<file path="config.mk">
export PLATFORM = sky130hd
export DESIGN_NAME = cam_control
export DESIGN_NICKNAME = d
export VERILOG_FILES = /design/src/rtl/cam_control_pkg.sv /design/src/rtl/cam_control_victim_sel.sv /design/src/rtl/cam_control.sv
export SDC_FILE = /design/constraint.sdc
export NUM_CORES = 1
export LEC_CHECK = 0
export CORE_MARGIN = 2
export CORE_UTILIZATION = 43
export CTS_CLUSTER_DIAMETER = 120
export DETAILED_ROUTE_END_ITERATION = 8
export PLACE_DENSITY = 0.92
export SYNTH_ARGS = -nofsm -noshare
export SYNTH_HDL_FRONTEND = slang
export SYNTH_SLANG_ARGS = --single-unit
export TNS_END_PERCENT = 100
</file>
<file path="constraint.sdc">
create_clock -name clk_i -period 4 [get_ports clk_i]
set_clock_uncertainty 0.1 [all_clocks]
set_input_delay 0.6 -clock clk_i [delete_from_list [all_inputs] [get_ports clk_i]]
set_output_delay 0.6 -clock clk_i [all_outputs]
set_load 0.01 [all_outputs]
</file>
<file path="src/rtl/cam_control_pkg.sv">
// Shared types for the CAM control block: default sizes, datapath-facing types and FSM states.
// The optional statistics counters in cam_control are enabled with the CAM_STATS_EN macro.
package cam_control_pkg;

  localparam int def_camsize_p   = 8;
  localparam int def_key_width_p = 16;
  localparam int def_val_width_p = 32;
  localparam int def_idx_width_p = $clog2(def_camsize_p);

  typedef logic [def_idx_width_p-1:0] idx_t;
  typedef logic [def_key_width_p-1:0] key_t;
  typedef logic [def_val_width_p-1:0] val_t;
  typedef logic [def_camsize_p-1:0]   camvec_t;

  typedef enum logic [1:0] {
    IDLE,
    LOOKUP,
    UPDATE,
    RESP
  } state_e;

endpackage

</file>
<file path="src/rtl/cam_control_victim_sel.sv">
// Combinational target selection: lowest hit, else lowest invalid entry, else the LRU entry.
module cam_victim_sel #(
  parameter int camsize_p = 8,
  parameter int idx_w     = $clog2(camsize_p)
) (
  input  logic [camsize_p-1:0]            hits_i,
  input  logic [camsize_p-1:0]            valids_i,
  input  logic [camsize_p-1:0][idx_w-1:0] lrus_i,
  output logic [idx_w-1:0]                target_o,
  output logic                            hit_o,
  output logic                            multi_hit_o
);

  localparam logic [idx_w-1:0] lru_age = idx_w'(camsize_p - 1);

  logic [idx_w-1:0] hit_idx;
  logic [idx_w-1:0] inv_idx;
  logic [idx_w-1:0] lru_idx;
  logic             any_inv;

  // Scanning from the top down leaves the lowest matching index in each result.
  always_comb begin
    hit_idx = '0;
    inv_idx = '0;
    lru_idx = '0;
    any_inv = 1'b0;
    for (int i = camsize_p - 1; i >= 0; i--) begin
      if (hits_i[i]) hit_idx = i[idx_w-1:0];
      if (!valids_i[i]) begin
        inv_idx = i[idx_w-1:0];
        any_inv = 1'b1;
      end
      if (lrus_i[i] == lru_age) lru_idx = i[idx_w-1:0];
    end
  end

  assign hit_o       = |hits_i;
  assign multi_hit_o = |(hits_i & (hits_i - camsize_p'(1)));
  assign target_o    = hit_o ? hit_idx : (any_inv ? inv_idx : lru_idx);

endmodule

</file>
<file path="src/rtl/cam_control.sv">
// CAM control FSM: request/response handshakes, hit evaluation and per-entry update vectors.
// Define CAM_STATS_EN to add saturating hit/miss counters (hit_cnt_o, miss_cnt_o).
module cam_control
  import cam_control_pkg::*;
#(
  parameter int camsize_p   = def_camsize_p,
  parameter int key_width_p = def_key_width_p,
  parameter int val_width_p = def_val_width_p,
  parameter int idx_w       = $clog2(camsize_p)
) (
  input  logic                            clk_i,
  input  logic                            reset_n_i,
  input  logic                            req_valid_i,
  output logic                            req_ready_o,
  input  logic                            req_write_i,
  input  logic [key_width_p-1:0]          req_key_i,
  input  logic [val_width_p-1:0]          req_val_i,
  output logic                            resp_valid_o,
  input  logic                            resp_ready_i,
  output logic                            resp_hit_o,
  output logic [idx_w-1:0]                resp_idx_o,
  output logic [key_width_p-1:0]          key_o,
  output logic [val_width_p-1:0]          val_o,
  input  logic [camsize_p-1:0]            hits_i,
  input  logic [camsize_p-1:0]            valids_i,
  input  logic [camsize_p-1:0][idx_w-1:0] lrus_i,
  output logic [camsize_p-1:0]            read_c_o,
  output logic [camsize_p-1:0]            write_c_o,
  output logic [camsize_p-1:0]            increment_lru_c_o,
`ifdef CAM_STATS_EN
  output logic [15:0]                     hit_cnt_o,
  output logic [15:0]                     miss_cnt_o,
`endif
  output logic [idx_w-1:0]                read_idx_o
);

  state_e                 state_q;
  logic                   op_write_q;
  logic [camsize_p-1:0]   rd_q;
  logic [camsize_p-1:0]   wr_q;
  logic [camsize_p-1:0]   inc_q;

  logic [idx_w-1:0]       vs_target;
  logic                   vs_hit;
  logic                   vs_multi;
  logic [camsize_p-1:0]   one_hot;
  logic [camsize_p-1:0]   inc_next;
  logic [idx_w-1:0]       touched_age;
  logic                   read_miss;

  cam_victim_sel #(
    .camsize_p (camsize_p),
    .idx_w     (idx_w)
  ) u_victim_sel (
    .hits_i      (hits_i),
    .valids_i    (valids_i),
    .lrus_i      (lrus_i),
    .target_o    (vs_target),
    .hit_o       (vs_hit),
    .multi_hit_o (vs_multi)
  );

  assign one_hot     = {{(camsize_p-1){1'b0}}, 1'b1} << vs_target;
  assign touched_age = lrus_i[vs_target];
  assign read_miss   = !vs_hit && !op_write_q;

  // Every entry younger than the touched one ages by one; the target itself never satisfies
  // the strict compare, so ages remain a permutation and cannot wrap.
  always_comb begin
    inc_next = '0;
    for (int j = 0; j < camsize_p; j++) begin
      if (lrus_i[j] < touched_age) inc_next[j] = 1'b1;
    end
  end

  // Reset is sampled at the edge, so the vectors registered for UPDATE are masked directly
  // while reset is low to keep the datapath from acting on a dropped op.
  assign read_c_o          = rd_q  & {camsize_p{reset_n_i}};
  assign write_c_o         = wr_q  & {camsize_p{reset_n_i}};
  assign increment_lru_c_o = inc_q & {camsize_p{reset_n_i}};

  // NOTE: all state here is updated with non-blocking assignments so every register samples
  // pre-edge values regardless of statement order.
  always_ff @(posedge clk_i) begin
    if (!reset_n_i) begin
      state_q      <= IDLE;
      op_write_q   <= 1'b0;
      req_ready_o  <= 1'b1;
      resp_valid_o <= 1'b0;
      resp_hit_o   <= 1'b0;
      resp_idx_o   <= '0;
      read_idx_o   <= '0;
      key_o        <= '0;
      val_o        <= '0;
      rd_q         <= '0;
      wr_q         <= '0;
      inc_q        <= '0;
`ifdef CAM_STATS_EN
      hit_cnt_o    <= '0;
      miss_cnt_o   <= '0;
`endif
    end else begin
      // NOTE: the vectors default to zero each cycle so they pulse for exactly the UPDATE cycle.
      rd_q  <= '0;
      wr_q  <= '0;
      inc_q <= '0;
      unique case (state_q)
        IDLE: begin
          if (req_valid_i) begin
            op_write_q  <= req_write_i;
            key_o       <= req_key_i;
            val_o       <= req_val_i;
            req_ready_o <= 1'b0;
            state_q     <= LOOKUP;
          end
        end
        LOOKUP: begin
          resp_hit_o <= vs_hit;
          if (read_miss) begin
            resp_idx_o   <= '0;
            read_idx_o   <= '0;
            resp_valid_o <= 1'b1;
            state_q      <= RESP;
          end else begin
            resp_idx_o <= vs_target;
            read_idx_o <= vs_target;
            inc_q      <= inc_next;
            if (op_write_q) wr_q <= one_hot;
            else            rd_q <= one_hot;
            state_q    <= UPDATE;
          end
`ifdef CAM_STATS_EN
          if (vs_hit) begin
            if (hit_cnt_o != 16'hFFFF) hit_cnt_o <= hit_cnt_o + 16'd1;
          end else begin
            if (miss_cnt_o != 16'hFFFF) miss_cnt_o <= miss_cnt_o + 16'd1;
          end
`endif
        end
        UPDATE: begin
          resp_valid_o <= 1'b1;
          state_q      <= RESP;
        end
        RESP: begin
          if (resp_ready_i) begin
            resp_valid_o <= 1'b0;
            req_ready_o  <= 1'b1;
            state_q      <= IDLE;
          end
        end
        default: state_q <= IDLE;
      endcase
    end
  end

  // Duplicate keys in the datapath indicate a corrupted CAM; the lowest index is used anyway.
  a_single_hit : assert property (@(posedge clk_i) disable iff (!reset_n_i)
                                  (state_q == LOOKUP) |-> !vs_multi);

endmodule

</file>
==> results of run 1 <==
-- kinds of logic (layout without fill, tap and decap cells) --
kind of cell    Yosys count  count (layout)
simple gates            258             258
compound gates          131             131
flops                    81              81
buf+inv                  45             244
fa+ha+maj                11              11
mux                       1               1
-- routing by layer --
layer | vias to the layer above | share of wire, %
li1 | 2197 | -
met1 | 2030 | 41
met2 | 191 | 51
met3 | 14 | 7.7
met4 | 0 | 1.1
met5 | - | 0
-- tightest hold or removal path: stages (launching register included) --
cell	delay [ns]
dfxtp_1	0.32
nand2_1	0.05
a21boi_0	0.06
-- power by group --
| part | total (W) | switching (W) | leakage, nW | internal (W) |
|---|---|---|---|---|
| combinational | 0.000999 | 0.000524 | 1.72 | 0.000474 |
| clock | 0.000560 | 0.000321 | 0.0980 | 0.000240 |
| sequential | 0.00101 | 0.0000714 | 0.662 | 0.000934 |
| total | 0.00256 | 0.000916 | 2.48 | 0.00165 |
-- cells in the final DEF (no fill, tap or decap), drive strengths merged, types with 2 or more instances in the layout --
| cell | count |
|---|---|
| nor2b | 6 |
| nor2 | 36 |
| a21oi | 22 |
| a211oi | 10 |
| a2111oi | 12 |
| buf | 42 |
| nand2b | 2 |
| nand4 | 4 |
| a22oi | 4 |
| clkbuf | 9 |
| ha | 11 |
| nand2 | 154 |
| inv | 18 |
| dfxtp | 81 |
| clkdlybuf4s50 | 172 |
| nor3 | 3 |
| and2 | 26 |
| a311oi | 2 |
| and3 | 3 |
| nor4 | 3 |
| clkinv | 3 |
| o211a | 2 |
| a31oi | 9 |
| a21boi | 51 |
| o211ai | 2 |
| nand3 | 17 |
| or4 | 2 |
| o21ai | 8 |
| o21a | 2 |
-- how the worst max path moves through the flow --
stage | startpoint | to | slack [ns] | cells past startpoint
2_1_floorplan | hits_i[5] | inc_q[1]$_SDFF_PP0_ | 0.41 | 12
3_3_place_gp | hits_i[2] | inc_q[1]$_SDFF_PP0_ | -0.31 | 12
3_5_place_dp | hits_i[2] | inc_q[0]$_SDFF_PP0_ | -0.52 | 13
4_1_cts | hits_i[2] | inc_q[4]$_SDFF_PP0_ | 0.16 | 13
5_1_grt | hits_i[2] | inc_q[4]$_SDFF_PP0_ | 0.03 | 13
6_report | hits_i[2] | inc_q[1]$_SDFF_PP0_ | 0.23 | 12
-- repair_timing --
| item | CTS | global route |
|---|---|---|
| buffers inserted | 0 | 0 |
| setup endpoints to repair | 8 | 8 |
| gates cloned | 0 | 0 |
| gates resized for setup | 1 | 4 |
-- per-stage QoR --
step           hold WS [ns]  setup WS (ns)
2_1_floorplan         0.388          0.409
3_3_place_gp          0.349         -0.310
3_5_place_dp          0.357         -0.521
4_1_cts               0.369          0.159
5_1_grt               0.387         0.0266
6_report              0.366          0.228
-- state kept, by name, summed over array words and instances (netlist names) --
signal and count:
rd_q 8, val_o 32, req_ready_o 1, key_o 16, read_idx_o 3, op_write_q 1
state_q 2, inc_q 8, wr_q 8, resp_valid_o 1, resp_hit_o 1
-- cell type report --
class / instances / share of cell area, %
Inverter: 14 / 0.814
Clock inverter: 7 / 0.969
Tap cell: 133 / 2.58
Sequential cell: 81 / 25.1
Timing Repair Buffer: 214 / 31.5
Clock buffer: 9 / 1.92
Multi-Input combinational cell: 401 / 37.1
==> results.tsv, run 1 <==
stage	metric	value	unit
flow_run	cap_violations	0	
sta	setup_viol	0	
synthesis	yosysWarnings	0	
finish	layout-drive-gt1-share	12.5	%
sta	fmax	265	MHz
synthesis	ys_seq_elements	81	
synthesis	synth_commonest_cells	nand2_1, dfxtp_1, a21boi_0	
synthesis	ys_seq_area_share	38.7	%
grt	top_usage_layer	met2	
power	p_leak	2.48	nW
sta	fin_crit	3.77	ns
placement	dp_cells	843	
synthesis	yosys.area_share.simple	27.5	%
sta	max_slew_margin	30.5	%
synthesis	synth-compound-area-share	25.4	%
setup_path	worst_path_max_delay_cell	clkdlybuf4s50_1	
setup_path	cp_num_buf_inv	1	
routing	drtIter0Drc	185	
worst_hold_path	whs_path_depth	2	
floorplan	initial_core_util	43.7	%
clock_network	clock_latency	0.34	ns
sta	hold_viol	0	
sta	worstMarginPinSlew	1.04	ns
clock_network	cts_root_buf	clkbuf_8	
finish	multiInputGateArea	2390	sq um
synthesis	synth-edff-count	0	
setup_path	crit_chain	clkdlybuf4s50_1, nor4_2, nand2_1, a2111oi_2, a22o_2, nand2_1, and3_1, a311oi_1, a31oi_4, ha_1, a21boi_1, a2111oi_2	
floorplan	core-area	9590	sq um
floorplan	fp-row-count	36	
setup_path	cp_top_family	compound AO/OA/AOI/OAI gates	
clock_network	htree_levels	3	
synthesis	syn_inst	527	
synthesis	synth_fa_ha_area_share	3.29	%
finish	area_delta_synth_final	54.1	%
setup_path	r2r_end	val_o[1]$_SDFFE_PN0P_	
grt	grt_overflow	0	
power	powerDensity	397	nW/um^2
worst_hold_path	min-delay-start	key_o[11]$_SDFFE_PN0P_	
setup_path	path_max_fanout	8	
routing	drc	0	
placement	dpl_cell_area	6240	sq um
synthesis	syn_nets	631	
synthesis	synthXorXnorAreaFrac	0	%
grt	grt_pass1_vias	4282	
synthesis	muxShareOfSynthArea	0.239	%
grt	met3_usage	4.75	%
sta	slew_violations	0	
run_status	status	finished clean	
sta	fin_crit_sh	94.3	%
routing	via_per_inst	5.16	
clock_network	clk_pin_slew_worst_paths	0.10	ns
floorplan	pin_count	174	
finish	final_nets	825	
placement	gp_congestion	0.860	
setup_path	cp-start-kind	input port	
grt	grt_antenna_before_repair	0	
floorplan	die_h	103	microns
synthesis	synthArstFlopShare	0	%
grt	grt_max_degree	52	
finish	seqCellArea	1620	sq um
finish	fillers	775	
synthesis	yosysUniqueCellTypes	52	
synthesis	synthTopCellsByArea	dfxtp_1, nand2_1, a21boi_0	
grt	grtUsageTotal	24.3	%
routing	wl_per_cell	15.3	microns
power	vdd_drop_max	0.215	mV
synthesis	synth_top_cell_area_share	38.7	%
setup_path	cp-end-kind	register	
synthesis	synth_top_area_cell	dfxtp_1	
setup_path	critical_path_required	4.14	ns
finish	num_antenna_cells	0	
finish	finish.instance_area	6450	sq um
grt	met2_usage	45.0	%
synthesis	syn-cell-area	4190	sq um
worst_hold_path	worstHoldPathType	register to register	
synthesis	syn_avg_cell_area	7.95	sq um
worst_hold_path	hold_end	key_o[11]$_SDFFE_PN0P_	
routing	num_vias	4432	
synthesis	yosys_most_used_dff	dfxtp_1	
floorplan	dieArea	10500	sq um
finish	fin_cells	859	
grt	grt_pass1_wl	20200	microns
setup_path	worstReg2RegStart	state_q[0]$_SDFFE_PN0P_	
clock_network	clock-sinks	81	
routing	drt_wl_total	13200	microns
sta	setup_tns	0	ns
grt	grt_use_met1	28.2	%
clock_network	clock_path_buffers	2	
placement	hpwlAfterDp	10400	microns
routing	final_antenna_net_count	0	
placement	port_buffers	173	
sta	grt_setup_unrepaired	false	
floorplan	die_w	103	microns
synthesis	yosysMostFrequentCell	nand2_1	
setup_path	r2r_slack	1.61	ns
clock_network	cts_tree	built	
setup_path	rr_worst_depth	6	
synthesis	synth_top_family_by_area	simple AND/OR/NAND/NOR gates	
finish	finish.utilization	67.3	%
clock_network	cts_buffers	9	
setup_path	max_stage_delay	0.49	ns
setup_path	crit_type	input port to register	
clock_network	cts_hold_buf	0	
routing	dr.pass1.iters	5	
power	p_total	0.00256	W
setup_path	cp.arrival	3.92	ns
Power figures use the tool's default switching activity.
==> run 2: changes to the inputs <==
CTS_CLUSTER_SIZE = 28   (was default)
==> results of run 2 <==
Same layout as run 1: the final DEF is identical, and so are final timing and power.
